===== src/rtl/dense_mac_sequencer.sv =====
// Time-multiplexed fully connected layer: one shared MAC, one product per cycle, IN_FEATURES+2 cycles per output.
// Build option DENSE_SEQ_RELU_EN clamps negative outputs to zero; timing is identical either way.
module dense_mac_sequencer #(
  parameter int IN_FEATURES  = 56,
  parameter int OUT_FEATURES = 10,
  parameter int SCALE        = 128,
  parameter int AW           = 16
) (
  input  logic          clk,
  input  logic          rst_n,
  input  logic          start,
  output logic          busy,
  output logic          done,
  output logic [AW-1:0] in_addr,
  input  logic [31:0]   in_data,
  output logic [AW-1:0] w_addr,
  input  logic [31:0]   w_data,
  output logic [AW-1:0] b_addr,
  input  logic [31:0]   b_data,
  output logic          out_we,
  output logic [AW-1:0] out_addr,
  output logic [31:0]   out_data
);

  localparam logic [2:0] S_IDLE  = 3'd0;
  localparam logic [2:0] S_MAC   = 3'd1;
  localparam logic [2:0] S_DRAIN = 3'd2;
  localparam logic [2:0] S_WRITE = 3'd3;
  localparam logic [2:0] S_FIN   = 3'd4;

  localparam logic [AW-1:0] I_LAST = AW'(IN_FEATURES - 1);
  localparam logic [AW-1:0] J_LAST = AW'(OUT_FEATURES - 1);
  localparam logic [AW-1:0] W_STEP = AW'(OUT_FEATURES);
  localparam logic [AW-1:0] ONE    = AW'(1);

  localparam logic signed [63:0] SCALE_S = 64'(SCALE);
  localparam logic signed [63:0] HALF_S  = 64'(SCALE / 2);

  logic [2:0]         state;
  logic [AW-1:0]      i_cnt;
  logic [AW-1:0]      j_cnt;
  logic [AW-1:0]      w_idx;
  logic               prod_vld;
  logic signed [63:0] acc;
  logic signed [63:0] in_ext;
  logic signed [63:0] w_ext;
  logic signed [63:0] prod;
  logic signed [63:0] acc_sum;
  logic signed [63:0] rnd_sum;
  logic [31:0]        quot_lo;
  logic [31:0]        result;
  logic [31:0]        out_val;

  // Addresses come straight from the counters; w_idx tracks i*OUT_FEATURES+j without a multiplier.
  assign in_addr = i_cnt;
  assign w_addr  = w_idx;
  assign b_addr  = j_cnt;

  assign in_ext  = {{32{in_data[31]}}, in_data};
  assign w_ext   = {{32{w_data[31]}}, w_data};
  assign prod    = in_ext * w_ext;
  assign acc_sum = prod_vld ? acc + prod : acc;
  assign rnd_sum = acc_sum + HALF_S;
  assign quot_lo = 32'(rnd_sum / SCALE_S);
  assign result  = quot_lo + b_data;

`ifdef DENSE_SEQ_RELU_EN
  assign out_val = result[31] ? 32'd0 : result;
`else
  assign out_val = result;
`endif

  // Memory data lags the address by one cycle, so the product is valid the cycle after each MAC issue.
  always_ff @(posedge clk or negedge rst_n) begin
    if (!rst_n) begin
      prod_vld <= 1'b0;
    end else begin
      prod_vld <= (state == S_MAC);
    end
  end

  always_ff @(posedge clk or negedge rst_n) begin
    if (!rst_n) begin
      state <= S_IDLE;
      i_cnt <= '0;
      j_cnt <= '0;
      w_idx <= '0;
      acc   <= '0;
      busy  <= 1'b0;
    end else begin
      case (state)
        S_IDLE: begin
          if (start) begin
            state <= S_MAC;
            i_cnt <= '0;
            j_cnt <= '0;
            w_idx <= '0;
            acc   <= '0;
            busy  <= 1'b1;
          end
        end
        S_MAC: begin
          acc <= acc_sum;
          if (i_cnt == I_LAST) begin
            state <= S_DRAIN;
          end else begin
            i_cnt <= i_cnt + ONE;
            w_idx <= w_idx + W_STEP;
          end
        end
        S_DRAIN: begin
          acc   <= acc_sum;
          state <= S_WRITE;
        end
        S_WRITE: begin
          acc <= '0;
          if (j_cnt == J_LAST) begin
            state <= S_FIN;
          end else begin
            j_cnt <= j_cnt + ONE;
            i_cnt <= '0;
            w_idx <= j_cnt + ONE;
            state <= S_MAC;
          end
        end
        S_FIN: begin
          busy  <= 1'b0;
          state <= S_IDLE;
        end
        default: state <= S_IDLE;
      endcase
    end
  end

  // The result is registered at the DRAIN edge (b_data is valid there) so it is presented throughout WRITE.
  always_ff @(posedge clk or negedge rst_n) begin
    if (!rst_n) begin
      out_we   <= 1'b0;
      out_addr <= '0;
      out_data <= '0;
      done     <= 1'b0;
    end else begin
      out_we <= 1'b0;
      done   <= 1'b0;
      if (state == S_DRAIN) begin
        out_we   <= 1'b1;
        out_addr <= j_cnt;
        out_data <= out_val;
      end
      if (state == S_WRITE && j_cnt == J_LAST) begin
        done <= 1'b1;
      end
    end
  end

endmodule


===== config.mk =====
export PLATFORM = sky130hd
export DESIGN_NAME = dense_mac_sequencer
export DESIGN_NICKNAME = d
export VERILOG_FILES = /design/src/rtl/dense_mac_sequencer.sv
export SDC_FILE = /design/constraint.sdc
export NUM_CORES = 2
export LEC_CHECK = 0
export CAP_MARGIN = 20
export CORE_MARGIN = 2
export CORE_UTILIZATION = 30
export CTS_CLUSTER_SIZE = 28
export DETAILED_ROUTE_END_ITERATION = 6
export DONT_BUFFER_PORTS = 1
export GPL_ROUTABILITY_DRIVEN = 0
export PLACE_DENSITY_LB_ADDON = 0.1
export SETUP_SLACK_MARGIN = 0.2
export SLEW_MARGIN = 30
export SYNTH_ARGS = -nofsm -noshare
export SYNTH_HDL_FRONTEND = slang
export SYNTH_SLANG_ARGS = --single-unit

===== constraint.sdc =====
create_clock -name clk -period 9.5 [get_ports clk]
set_clock_uncertainty 0.1 [all_clocks]
set_input_delay 0.95 -clock clk [delete_from_list [all_inputs] [get_ports clk]]
set_output_delay 0.95 -clock clk [all_outputs]
set_load 0.03 [all_outputs]

## After elaboration in Yosys (flattened, before gate mapping)

Index checks and enable logic that the tools add are counted.

| cells by class | value |
|---|---|
| add/subtract/negate cells | 7 |
| $mul | 1 |
| equality and inequality tests | 10 |
| multiplexer cells | 19 |
| bitwise logic cells | 1 |
| reduce and logical (&&, ||, !) cells | 13 |

Operators by type and width:

| kind | number |
|---|---|
| case mux 64 bit (3 select lines) | 1 |
| 2-to-1 mux 64 bit | 2 |
| case mux 16 bit (3 select lines) | 2 |
| 2-to-1 mux 16 bit | 5 |
| adder 64 bit | 1 |
| adder 64 x 8 -> 64 bit (second input constant) | 1 |
| multiplier 32 x 32 -> 64 bit | 1 |
| adder 16 x 1 -> 16 bit (second input constant) | 2 |
| adder 32 x 1 -> 32 bit | 1 |
| adder 32 bit | 1 |
| case mux 16 bit (2 select lines) | 1 |
| adder 16 x 4 -> 16 bit (second input constant) | 1 |
| equality test 16 x 4 -> 1 bit (second input constant) | 1 |
| equality test 16 x 6 -> 1 bit (second input constant) | 1 |
| case mux 3 bit (4 select lines) | 1 |
| 2-to-1 mux 3 bit | 3 |
| OR reduction 7 bit | 1 |
| equality test 3 x 2 -> 1 bit (second input constant) | 2 |
| inequality test 2 bit (second input constant) | 3 |
| AND reduction 2 bit | 3 |
| nonzero test 3 bit | 2 |
| AND reduction 4 bit | 1 |
| nonzero test 2 bit | 2 |
| equality test 3 x 1 -> 1 bit (second input constant) | 1 |
| 9 further kinds | 11 |

| word-level totals | value |
|---|---|
| bits in registers | 167 |
| bits of input ports | 99 |
| output and inout bits | 99 |
| logic and storage cells | 62 |

## Depth between registers and ports, before layout

| depth | value |
|---|---|
| depth in word-level cells | 8 |
| depth in mapped cells | 44 |
| gate-level depth less buffers | 42 |

## Least setup slack after synthesis

OpenSTA, ideal clock, no wires.

| timing path | value |
|---|---|
| path kind | input port to flip-flop |
| start point | input w_data[0] |
| end point | register out_data[30] |
| library setup time | 0.134 ns |
| data arrival time | 12.319 ns |
| data required time | 9.266 ns |
| slack | -3.053 ns |
| stages on the path | 42 |
| buffers on the path | 2 |
| path through | clkbuf_1 -> nand2_1 -> fa_1 -> fa_1 -> inv_1 -> fa_1 -> inv_1 -> fa_1 -> inv_1 -> fa_1 -> fa_1 -> fa_1 -> inv_1 -> fa_1 -> inv_1 -> ha_1 -> clkbuf_1 -> a21oi_1 -> [6 not listed] -> a2111oi_0 -> nand4bb_1 -> a2111oi_0 -> and4_1 -> or3_1 -> fa_1 -> nor2b_1 -> o31a_1 -> o41a_1 -> a21oi_1 -> o22a_1 -> a31oi_1 -> a41o_1 -> o41a_1 -> a21oi_1 -> o21ai_0 -> nand4_1 -> o21ai_0 |

| on the way | value |
|---|---|
| word-level cells in the longest chain between the ends | 8 |

Ends and longest elaborated chain:

| what | RTL line | source |
|---|---|---|
| from (decl) | 17 | `input logic [31:0] w_data,` |
| multiplier 32 x 32 -> 64 bit * | 61 | `assign prod = in_ext * w_ext;` |
| adder 64 bit * | 62 | `assign acc_sum = prod_vld ? acc + prod : acc;` |
| 2-to-1 mux 64 bit * | 62 |  |
| adder 64 x 8 -> 64 bit * | 63 | `assign rnd_sum = acc_sum + HALF_S;` |
| OR reduction 7 bit (no line) | n/a |  |
| bitwise AND 1 bit (no line) | n/a |  |
| adder 32 x 1 -> 32 bit (no line) * | n/a |  |
| adder 32 bit * | 65 | `assign result = quot_lo + b_data;` |
| to (signal assigned) | 148 | `out_data <= out_val;` |
| to (decl) | 22 | `output logic [31:0] out_data` |

Mark *: on every way between the ends. The rest lies on a longest branch, timed or not.
A chain may end at the register's enable or synchronous reset.

## Final worst setup path

| timing path | value |
|---|---|
| start point | input w_data[3] |
| end point | register out_data[31] |

Same word-level chain as after synthesis.

==> results.py <==
metrics = {
    "synth": {
        "synth_edf_count": 0,
        "syn_area_per_cell_um2": 9.15,
        "asyncSetResetFlopFracSynth_pct": 100,
        "synth_cells": 5514,
        "syn_nets": 7077,
        "ys_types": 103,
        "yosys_warnings": 0,
        "synthFlopType": "dfrtp_1",
        "netlist_area_mm2": 0.0505,
        "ys_ff_latch": 167,
        "yosysSeqAreaShare_pct": 8.28,
    },
    "die": {
        "die_w_um": 414,
        "die-area_mm2": 0.171,
        "io_pins": 198,
        "core_mm2": 0.167,
        "initial_core_util_pct": 30.2,
        "row_count": 150,
        "die_height_um": 414,
    },
    "clock_network": {
        "clk_latency_ns": 0.47,
        "cts_root_buffer": "clkbuf_16",
        "numCtsBuffers": 17,
        "cts_max_path_buffers": 2,
        "cts_max_level": 4,
        "tritoncts": "done",
        "clk_pin_slew_ns": 0.09,
        "cts_num_sinks": 167,
        "cts_hold_buf": 0,
    },
    "status": {
        "violations": "negative setup slack",
        "status": "finished with violations",
    },
    "critical_path": {
        "worstRegToRegCells": 40,
        "r2r_slack_ns": -1.83,
        "path_depth": 44,
        "required_ns": 9.73,
        "worstPathMaxFanout": 32,
        "worstSetupPathType": "input pin to register",
        "cpMostUsedCell": "fa_1",
        "critPathBufInv": 10,
        "cp_top_family": "adder cells",
        "slowest_stage": "fa_2",
        "cp_data_arrival_time_ns": 11.65,
        "critPathLaunchType": "input pin",
        "endpoint_kind": "register",
        "cp_slowest_stage_delay_ns": 0.62,
    },
    "sta": {
        "timing.final.crit_share_pct": 120,
        "hold_slack_ns": 0.0750,
        "slew_headroom_pct": 41.5,
        "clock.fmax_mhz": 87.6,
        "finalWorstSetupSlack_ns": -1.92,
        "setup_viol": 32,
        "slew_violations": 0,
        "hold_viol": 0,
        "worst_slew_pin_slew_ns": 0.876,
        "final.min_clock_period_ns": 11.42,
        "rsz0062_at_grt": "yes",
    },
    "drt": {
        "dr.pass1.iters": 6,
        "vias": 37800,
        "drc": 0,
        "wl_per_cell_um": 20.7,
        "postRouteAntennaNets": 0,
        "finalWirelength_mm": 167,
        "via_per_inst": 4.69,
        "drtIter0Drc": 2190,
    },
    "place": {
        "dp_slack_ns": -2.86,
        "post-dp-hpwl_mm": 138,
        "io_buffers": 0,
    },
    "finish": {
        "final_common_cell": "inv_1",
        "area_growth_pct": 15.1,
        "drive_above_1_share_pct": 13.2,
        "layout.nets": 7394,
        "final_cell_mix": "1257 x inv_1, 1205 x fa_1, 770 x nand2_1",
    },
    "flow_run": {
        "max_cap_viol_count": 0,
    },
    "hold_path": {
        "hold_path.class": "input pin to async pin",
    },
    "grt": {
        "grt-ovfl-total": 0,
        "track_usage_pct": 20.1,
        "grt_max_degree": 168,
        "grt_pass1_vias": 41600,
        "antenna_found_initial": 13,
        "grt_pass1_wl_mm": 266,
    },
}
[flip-flops by register name (all words and copies together) (netlist names)]
signal,count
in_addr,16
b_addr,16
prod_vld,1
out_data,32
w_addr,16
done,1
out_addr,16
state,3
out_we,1
acc,64
busy,1
[per-stage QoR]
step | util, % | instances | instance area (um^2) | TNS (ns)
2_1_floorplan | - | 5514 | 50600 | -38.25
3_3_place_gp | 33.8 | 7980 | 56500 | -72.62
3_5_place_dp | 33.8 | 7980 | 56500 | -69.26
4_1_cts | 34.5 | 8032 | 57700 | -43.79
5_1_grt | 34.8 | 8052 | 58100 | -54.51
6_report | 34.8 | 8056 | 58100 | -42.60
[cell type report]
class,instances,area [um^2]
Fill cell,17300,109000
Multi-Input combinational cell,3795,41100
Inverter,1272,4790
Timing Repair Buffer,578,4610
Sequential cell,167,4180
Tap cell,2204,2760
Clock buffer,18,439
Clock inverter,14,206
Antenna cell,8,20.0
[routing by layer]
layer | vias up | track usage [%] | wire length, um
li1 | 17100 | - | -
met1 | 19900 | 31.4 | 85200
met2 | 739 | 29.9 | 71500
met3 | 69 | 2.89 | 8490
met4 | 0 | 2.36 | 1660
met5 | - | 0 | 0
[cell usage after synthesis (49+ instances only)]
| master | number | area [um^2] |
|---|---|---|
| nand2_1 | 773 | 2900 |
| ha_1 | 253 | 3170 |
| and2_1 | 450 | 2820 |
| o21ai_0 | 148 | 741 |
| a21o_1 | 53 | 398 |
| nor3_1 | 49 | 245 |
| xnor2_1 | 83 | 727 |
| fa_1 | 1211 | 24200 |
| inv_1 | 1272 | 4770 |
| dfrtp_1 | 167 | 4180 |
| nor2_1 | 146 | 548 |
| a21oi_1 | 118 | 591 |
| clkbuf_1 | 260 | 976 |
[logic make-up after synthesis]
family	after synthesis	share of synthesized area [%]
compound gates	551	7.35
xor+xnor	122	2.13
fa+ha+maj	1464	54.3
buf+inv	1552	11.6
flops	167	8.28
mux	18	0.372
simple gates	1640	15.9
[path summary, 6_finish.rpt]
check,from,endpoint
min in group clk,acc[25],acc[25]
setup reg to reg,acc[17],out_data[31]
setup / recovery,w_data[3],out_data[31]
hold reg to reg,acc[25],acc[25]
hold / removal,rst_n,w_addr[12]
max in group asynchronous,rst_n,acc[61]
[what timing repair did]
item / 4_1_cts / 5_1_grt
gates resized for setup: 72 / 55
setup buffers: 20 / 15
endpoints found under the setup margin: 32 / 32
pin swaps: 43 / 43
Power is not shown: default switching activity piles up to over one toggle a cycle in this logic, so the estimate is an artifact.
